===== src/rtl/image_tx_scheduler.sv =====
// Round-robin scheduler sharing one Arduino image link among N_SRC frame sources.
// Optional: define IMAGE_TX_TIMEOUT_EN to add SEND timeout with retry and err reporting.
module image_tx_scheduler #(
  parameter int unsigned N_SRC      = 3,
  parameter int unsigned PULSE_TIME = 50_000_000,
  parameter int unsigned GAP_TIME   = 50_000_000,
  parameter int unsigned TIMEOUT    = 250_000_000,
  parameter int unsigned MAX_RETRY  = 2,
  localparam int unsigned SEL_W     = (N_SRC > 1) ? $clog2(N_SRC) : 1
) (
  input  logic             clk,
  input  logic             reset,
  input  logic [N_SRC-1:0] req,
  input  logic             image_ready,
  output logic [N_SRC-1:0] grant,
  output logic [SEL_W-1:0] sel,
  output logic             reset_signal,
  output logic             busy,
  output logic             done,
  output logic             err
);

  localparam int unsigned CNT_W = 28;

  typedef enum logic [1:0] {IDLE, PULSE, SEND, GAP} state_t;

  state_t           state, state_next;
  logic [CNT_W-1:0] count, count_next;
  logic [SEL_W-1:0] last_winner, last_winner_next;
  logic [N_SRC-1:0] grant_next;
  logic [SEL_W-1:0] sel_next;
  logic             reset_signal_next;
  logic             busy_next;
  logic             done_next;

  logic             any_req;
  logic [SEL_W-1:0] winner;
  logic [N_SRC-1:0] winner_onehot;
  logic [SEL_W-1:0] cand;
  int               cand_i;

`ifdef IMAGE_TX_TIMEOUT_EN
  localparam int unsigned RETRY_W = (MAX_RETRY > 0) ? $clog2(MAX_RETRY + 1) : 1;
  logic [RETRY_W-1:0] retry, retry_next;
  logic               err_next;
  logic               timeout_hit;

  assign timeout_hit = (count == CNT_W'(TIMEOUT - 1));
`else
  // Timeout parameters are meaningless without the timeout logic.
  logic unused_cfg;
  assign unused_cfg = ^{TIMEOUT[0], MAX_RETRY[0]};
  assign err = 1'b0;
`endif

  // Round-robin pick: first set req bit at or after last_winner+1, wrapping.
  always_comb begin
    any_req       = 1'b0;
    winner        = '0;
    winner_onehot = '0;
    cand_i        = 0;
    cand          = '0;
    for (int k = 0; k < int'(N_SRC); k++) begin
      cand_i = (int'(last_winner) + 1 + k) % int'(N_SRC);
      cand   = SEL_W'(cand_i);
      if (!any_req && req[cand]) begin
        any_req             = 1'b1;
        winner              = cand;
        winner_onehot[cand] = 1'b1;
      end
    end
  end

  // Next-state and next-output decode.
  always_comb begin
    state_next        = state;
    grant_next        = grant;
    sel_next          = sel;
    reset_signal_next = 1'b1;
    busy_next         = 1'b1;
    done_next         = 1'b0;
    last_winner_next  = last_winner;
`ifdef IMAGE_TX_TIMEOUT_EN
    retry_next        = retry;
    err_next          = 1'b0;
`endif
    case (state)
      IDLE: begin
        busy_next  = 1'b0;
        grant_next = '0;
        sel_next   = '0;
        if (any_req) begin
          state_next        = PULSE;
          grant_next        = winner_onehot;
          sel_next          = winner;
          reset_signal_next = 1'b0;
          busy_next         = 1'b1;
        end
      end
      PULSE: begin
        reset_signal_next = 1'b0;
        if (count == CNT_W'(PULSE_TIME - 1)) begin
          state_next        = SEND;
          reset_signal_next = 1'b1;
        end
      end
      SEND: begin
        if (image_ready) begin
          state_next       = GAP;
          grant_next       = '0;
          sel_next         = '0;
          done_next        = 1'b1;
          last_winner_next = sel;
`ifdef IMAGE_TX_TIMEOUT_EN
          retry_next       = '0;
`endif
        end
`ifdef IMAGE_TX_TIMEOUT_EN
        else if (timeout_hit) begin
          if (retry < RETRY_W'(MAX_RETRY)) begin
            state_next        = PULSE;
            retry_next        = retry + RETRY_W'(1);
            reset_signal_next = 1'b0;
          end else begin
            state_next       = GAP;
            grant_next       = '0;
            sel_next         = '0;
            err_next         = 1'b1;
            last_winner_next = sel;
            retry_next       = '0;
          end
        end
`endif
      end
      GAP: begin
        grant_next = '0;
        sel_next   = '0;
        if (count == CNT_W'(GAP_TIME - 1)) begin
          state_next = IDLE;
          busy_next  = 1'b0;
        end
      end
      default: begin
        state_next = IDLE;
        grant_next = '0;
        sel_next   = '0;
        busy_next  = 1'b0;
      end
    endcase
    // Counter restarts on every state entry, including SEND -> PULSE retries.
    count_next = (state_next != state) ? '0 : count + CNT_W'(1);
  end

  always_ff @(posedge clk) begin
    if (reset) begin
      state        <= IDLE;
      count        <= '0;
      last_winner  <= SEL_W'(N_SRC - 1);
      grant        <= '0;
      sel          <= '0;
      reset_signal <= 1'b1;
      busy         <= 1'b0;
      done         <= 1'b0;
`ifdef IMAGE_TX_TIMEOUT_EN
      retry        <= '0;
      err          <= 1'b0;
`endif
    end else begin
      state        <= state_next;
      count        <= count_next;
      last_winner  <= last_winner_next;
      grant        <= grant_next;
      sel          <= sel_next;
      reset_signal <= reset_signal_next;
      busy         <= busy_next;
      done         <= done_next;
`ifdef IMAGE_TX_TIMEOUT_EN
      retry        <= retry_next;
      err          <= err_next;
`endif
    end
  end

endmodule


===== config.mk =====
export PLATFORM = sky130hd
export DESIGN_NAME = image_tx_scheduler
export DESIGN_NICKNAME = d
export VERILOG_FILES = /design/src/rtl/image_tx_scheduler.sv
export SDC_FILE = /design/constraint.sdc
export NUM_CORES = 1
export LEC_CHECK = 0
export BUFFER_PORTS_ARGS = -buffer_cell sky130_fd_sc_hd__buf_2
export CORE_MARGIN = 2
export CORE_UTILIZATION = 60
export CTS_CLUSTER_SIZE = 20
export DETAILED_ROUTE_END_ITERATION = 10
export GPL_TIMING_DRIVEN = 0
export HOLD_SLACK_MARGIN = 0.02
export PLACE_DENSITY = 0.89
export SETUP_SLACK_MARGIN = 0.3
export SLEW_MARGIN = 20
export SYNTH_ARGS = -nofsm -noshare
export SYNTH_HDL_FRONTEND = slang
export SYNTH_SLANG_ARGS = --single-unit

===== constraint.sdc =====
create_clock -name clk -period 3.25 [get_ports clk]
set_input_delay 0.65 -clock clk [delete_from_list [all_inputs] [get_ports clk]]
set_output_delay 0.65 -clock clk [all_outputs]
set_load 0.03 [all_outputs]

; ---- After elaboration in Yosys (flattened, before gate mapping)
; Cells that the tools add are included.
[classes]
reduce_logical = 13
n_bitwise = 3
div_mod_pow = 3
mux = 39
order_cmp = 6
add_sub_neg = 4
eq_ne = 6
[op_table]
columns = cell, n
row1 = $mod 32x3->32 const B, 3
row2 = $add 32x2->32 const B, 1
row3 = $add 28x1->28 const B, 1
row4 = $eq 28x26->1 const B, 1
row5 = $mux 2, 9
row6 = $mux 3, 5
row7 = $mux 1, 14
row8 = $lt 2x3->1 const B, 3
row9 = $pmux 3 s3, 1
row10 = $pmux 2 s4, 1
row11 = $bmux 1 s2, 3
row12 = $demux 1 s2, 3
row13 = $ge 2x1->1 const B, 3
row14 = $or 3x3->3, 2
row15 = $pmux 2 s3, 1
row16 = $logic_and 1x1->1, 5
row17 = $add 3x2->4 const B, 1
row18 = $eq 2x2->1 const B, 2
row19 = $pmux 1 s2, 2
row20 = $reduce_and 2->1, 2
row21 = $reduce_or 2->1, 2
row22 = $add 2x1->3 const B, 1
row23 = $reduce_bool 3->1, 1
row24 = $eq 2x1->1 const B, 1
row25 = 5 further kinds, 6
[word_totals]
input_bits = 6
elab_cells = 82
register_bits = 40
out_inout_bits = 9

; ---- Longest topological paths before layout
[logic_depth]
word_depth = 15
mapped_depth = 10

; ---- Worst setup path after synthesis
; Ideal clock, no wire load.
[synth_timing]
kind = register to register
start = register last_winner[0]
end = register count[0]
setup_ns = 0.134
arrival_time_ns = 2.026
path_stages_with_launch = 10
synth_period_minus_slack_ns = 2.160
required_ns = 3.116
path_buffers = 2
slack_ns = 1.090
path_cell_list = dfxtp_1 inv_1 ha_1 buf_6 maj3_2 a21oi_1 nand3b_1 o211ai_4 buf_8 a211oi_1
[synth_via]
elab_chain_cells = 15
elab_cells_between_ends = 23
cone_classes = 3 x add/sub / 3 x div / 1 x eq/ne / 11 x mux / 5 x reduce/logical
[synth_rtl]
columns = element, line
row1 = start: declaration, 29  ; logic [SEL_W-1:0] last_winner, last_winner_next;
row2 = start signal: assignment, 158  ; last_winner <= SEL_W'(N_SRC - 1);
row3 = start signal: assignment, 171  ; last_winner <= last_winner_next;
row4 = $add 2x1->3 (*), 64  ; cand_i = (int'(last_winner) + 1 + k) % int'(N_SRC);
row5 = branches (longest 9 deep; another with $add 32x2->32), -
row6 = $mux 1 (*), 66  ; if (!any_req && req[cand]) begin
row7 = $mux 2 (*), 92  ; if (any_req) begin
row8 = $pmux 2 s4 (*), 87  ; case (state)
row9 = $ne 2x2->1 (*), 151  ; count_next = (state_next != state) ? '0 : count + CNT_W'(1);
row10 = $reduce_or 2->1 (no line) (*), -
row11 = end signal: assignment, 170  ; count <= count_next;
row12 = end: declaration, 28  ; logic [CNT_W-1:0] count, count_next;
; Every way passes the cells marked *. The select of a mux whose other input is x is not followed.
; A chain may end at the register's enable or synchronous reset.

; ---- Worst setup path in the final report
[layout_timing]
start = register last_winner[0]
end = register count[10]
; Same word-level chain as after synthesis.

==> flow_summary.ini <==
[status]
run_status = completed

[sta]
report.final.slew_viol_count = 0
max_clock_freq_ghz = 0.399
fin_crit_sh = 0.770
tns_ps = 0
finalClockSkew_ps = 9.56
fin_crit_ps = 2500
hold_viol_final = 0
rsz0062_at_grt = no
fin_ws_ps = 747
finalSetupViolations = 0

[clocking]
cts.clk_slew.worst_paths_ps = 80
cts_buffer_depth = 2
cts-hold-fix-buffers = 0
clkSinkCount = 40
clk_latency_ps = 300
cts_tree = done
cts_root_buffer = clkbuf_8
htree_num_levels = 2
cts_made_buffers = 5
post_cts_buffers = 0
cts-resized-gates = 0

[detailed_routing]
drt_iter0_markers = 221
drt.antenna.violating_nets = 0
dr.pass1.iters = 4
wl_per_cell_um = 15.2
wl_um = 5330
drc = 0
viasPerCell = 6.11
num_vias = 2144

[pwr]
power_density_mw_per_mm2 = 416
ir_worst_vdd_uv = 263
leakage_nw = 0.971
power_mw = 1.11

[critical_path]
crit_path_end_kind = flip-flop
cp_max_fo = 10
critPathMaxStageDelay_ps = 450
cp.required_ps = 3410
cp_slowest_cell = o211ai_4
path_cells = inv_1 -> ha_1 -> buf_6 -> maj3_2 -> a21oi_1 -> nand3b_1 -> o211ai_4 -> buf_8 -> a211oi_1
path_class = flip-flop to flip-flop
arrival_ps = 2670
critPathLaunchType = flip-flop

[global_routing]
grt_pass1_vias = 1923
grt_usage = 0.248
grt_max_degree = 13
grt-ovfl-total = 0
grt_pass1_wl_um = 8740
antenna_found_initial = 0

[yosys]
synth_fp_nets = 298
ys_warn_count = 0
yosysMostFrequentCell = dfxtp_1
synth_area_leader_cell = dfxtp_1
async_flop_share = 0
ys_types = 52
netlist.area_leader.share = 0.325
netlist_top_cells_area = dfxtp_1 (33%), a211oi_1 (8.5%), xor2_1 (6.0%)
ys.flop_type = dfxtp_1
yosysSeqAreaShare = 0.325
synth_common_cells = dfxtp_1 (40), a211oi_1 (28), nand2_1 (22)
syn_inst = 282
syn_area_mm2 = 0.00246
synth_enable_flop_cells = 0
ys_ff_latch = 40
syn_area_per_cell_um2 = 8.73

[placement]
hpwlAfterDp_um = 3820
place_ws_ps = 750
gp_congestion = 0.903
io_buffers = 12

[job]
maxCapViolCount = 0

[floorplan]
io_pins = 15
dieHeight_um = 68.0
rows = 23
fp.dieW_um = 68.0
die_area_mm2 = 0.00463
core-area_mm2 = 0.00397
initial_core_util = 0.620

[cells_and_area]
nNetsFinal = 317
layout-drive-gt1-share = 0.123
area_delta_synth_final_pct = 8.29
n_antenna_cell = 0
fillers = 320

[min_path]
min-delay-path-class = flip-flop to flip-flop
## final timing paths
| check | start | endpoint | slack (ps) | cells after the start |
|---|---|---|---|---|
| min | grant[2] | grant[2] | 470 | 2 |
| max | last_winner[0] | count[10] | 750 | 9 |
| max reg2reg | last_winner[0] | count[10] | 750 | 9 |
| min reg2reg | grant[2] | grant[2] | 470 | 2 |
## per-layer routing
layer,vias up,part of all wire,GRT usage
li1,1076,-,-
met1,1020,0.47,0.335
met2,43,0.48,0.397
met3,5,0.043,0.0477
met4,0,0.0066,0.0800
met5,-,0,0
## through the flow
stage,hold slack [ps],cells,cell area (um^2),utilization
finish,468,351,2670,0.671
global route,508,351,2670,0.671
CTS,473,351,2670,0.671
detailed placement,449,344,2580,0.651
global placement,439,344,2580,0.651
floorplan,454,282,2460,-
## sequential cells by signal (all words and copies together) (netlist names)
register / cells
busy: 1
count: 28
done: 1
grant: 3
last_winner: 2
reset_signal: 1
sel: 2
state: 2
## critical path: cells and delay by family, from the launching register on
family | cells | cell delay (ps)
compound gates | 3 | 710
fa+ha+maj | 2 | 600
buf+inv | 3 | 420
flops | 1 | 400
simple gates | 1 | 240
## cell families after synthesis
family / share of synthesized area
compound gates: 0.222
xor+xnor: 0.0961
fa+ha+maj: 0.0595
buf+inv: 0.0661
flops: 0.325
other cells: 0.00152
simple gates: 0.230
## cells in the final DEF (no fill, tap or decap), types with 9 or more instances in the layout
cell type | synthesis | final
dfxtp_1 | 40 | 40
a211oi_1 | 28 | 28
nand2_1 | 22 | 22
xor2_1 | 17 | 17
buf_2 | 4 | 16
nor2_1 | 15 | 15
a21oi_1 | 14 | 14
nand3_1 | 13 | 13
inv_1 | 10 | 10
xnor2_1 | 10 | 10
ha_1 | 10 | 10
nand4_1 | 9 | 9
## cell type report
cell class | count | area [um^2] | area share
repair buffers | 12 | 60.1 | 0.0225
clock inverters | 2 | 12.5 | 0.00469
plain buffers | 19 | 125 | 0.0469
multi-input cells | 213 | 1500 | 0.562
clock buffers | 5 | 68.8 | 0.0258
inverters | 10 | 37.5 | 0.0141
flip-flops and latches | 40 | 801 | 0.300
well taps | 50 | 62.6 | 0.0235
## report_power, final
group	internal [mW]	total (mW)	switching (mW)
clock network	0.145	0.322	0.177
logic	0.0996	0.264	0.165
registers	0.506	0.521	0.0148
Power figures use the tool's default switching activity.
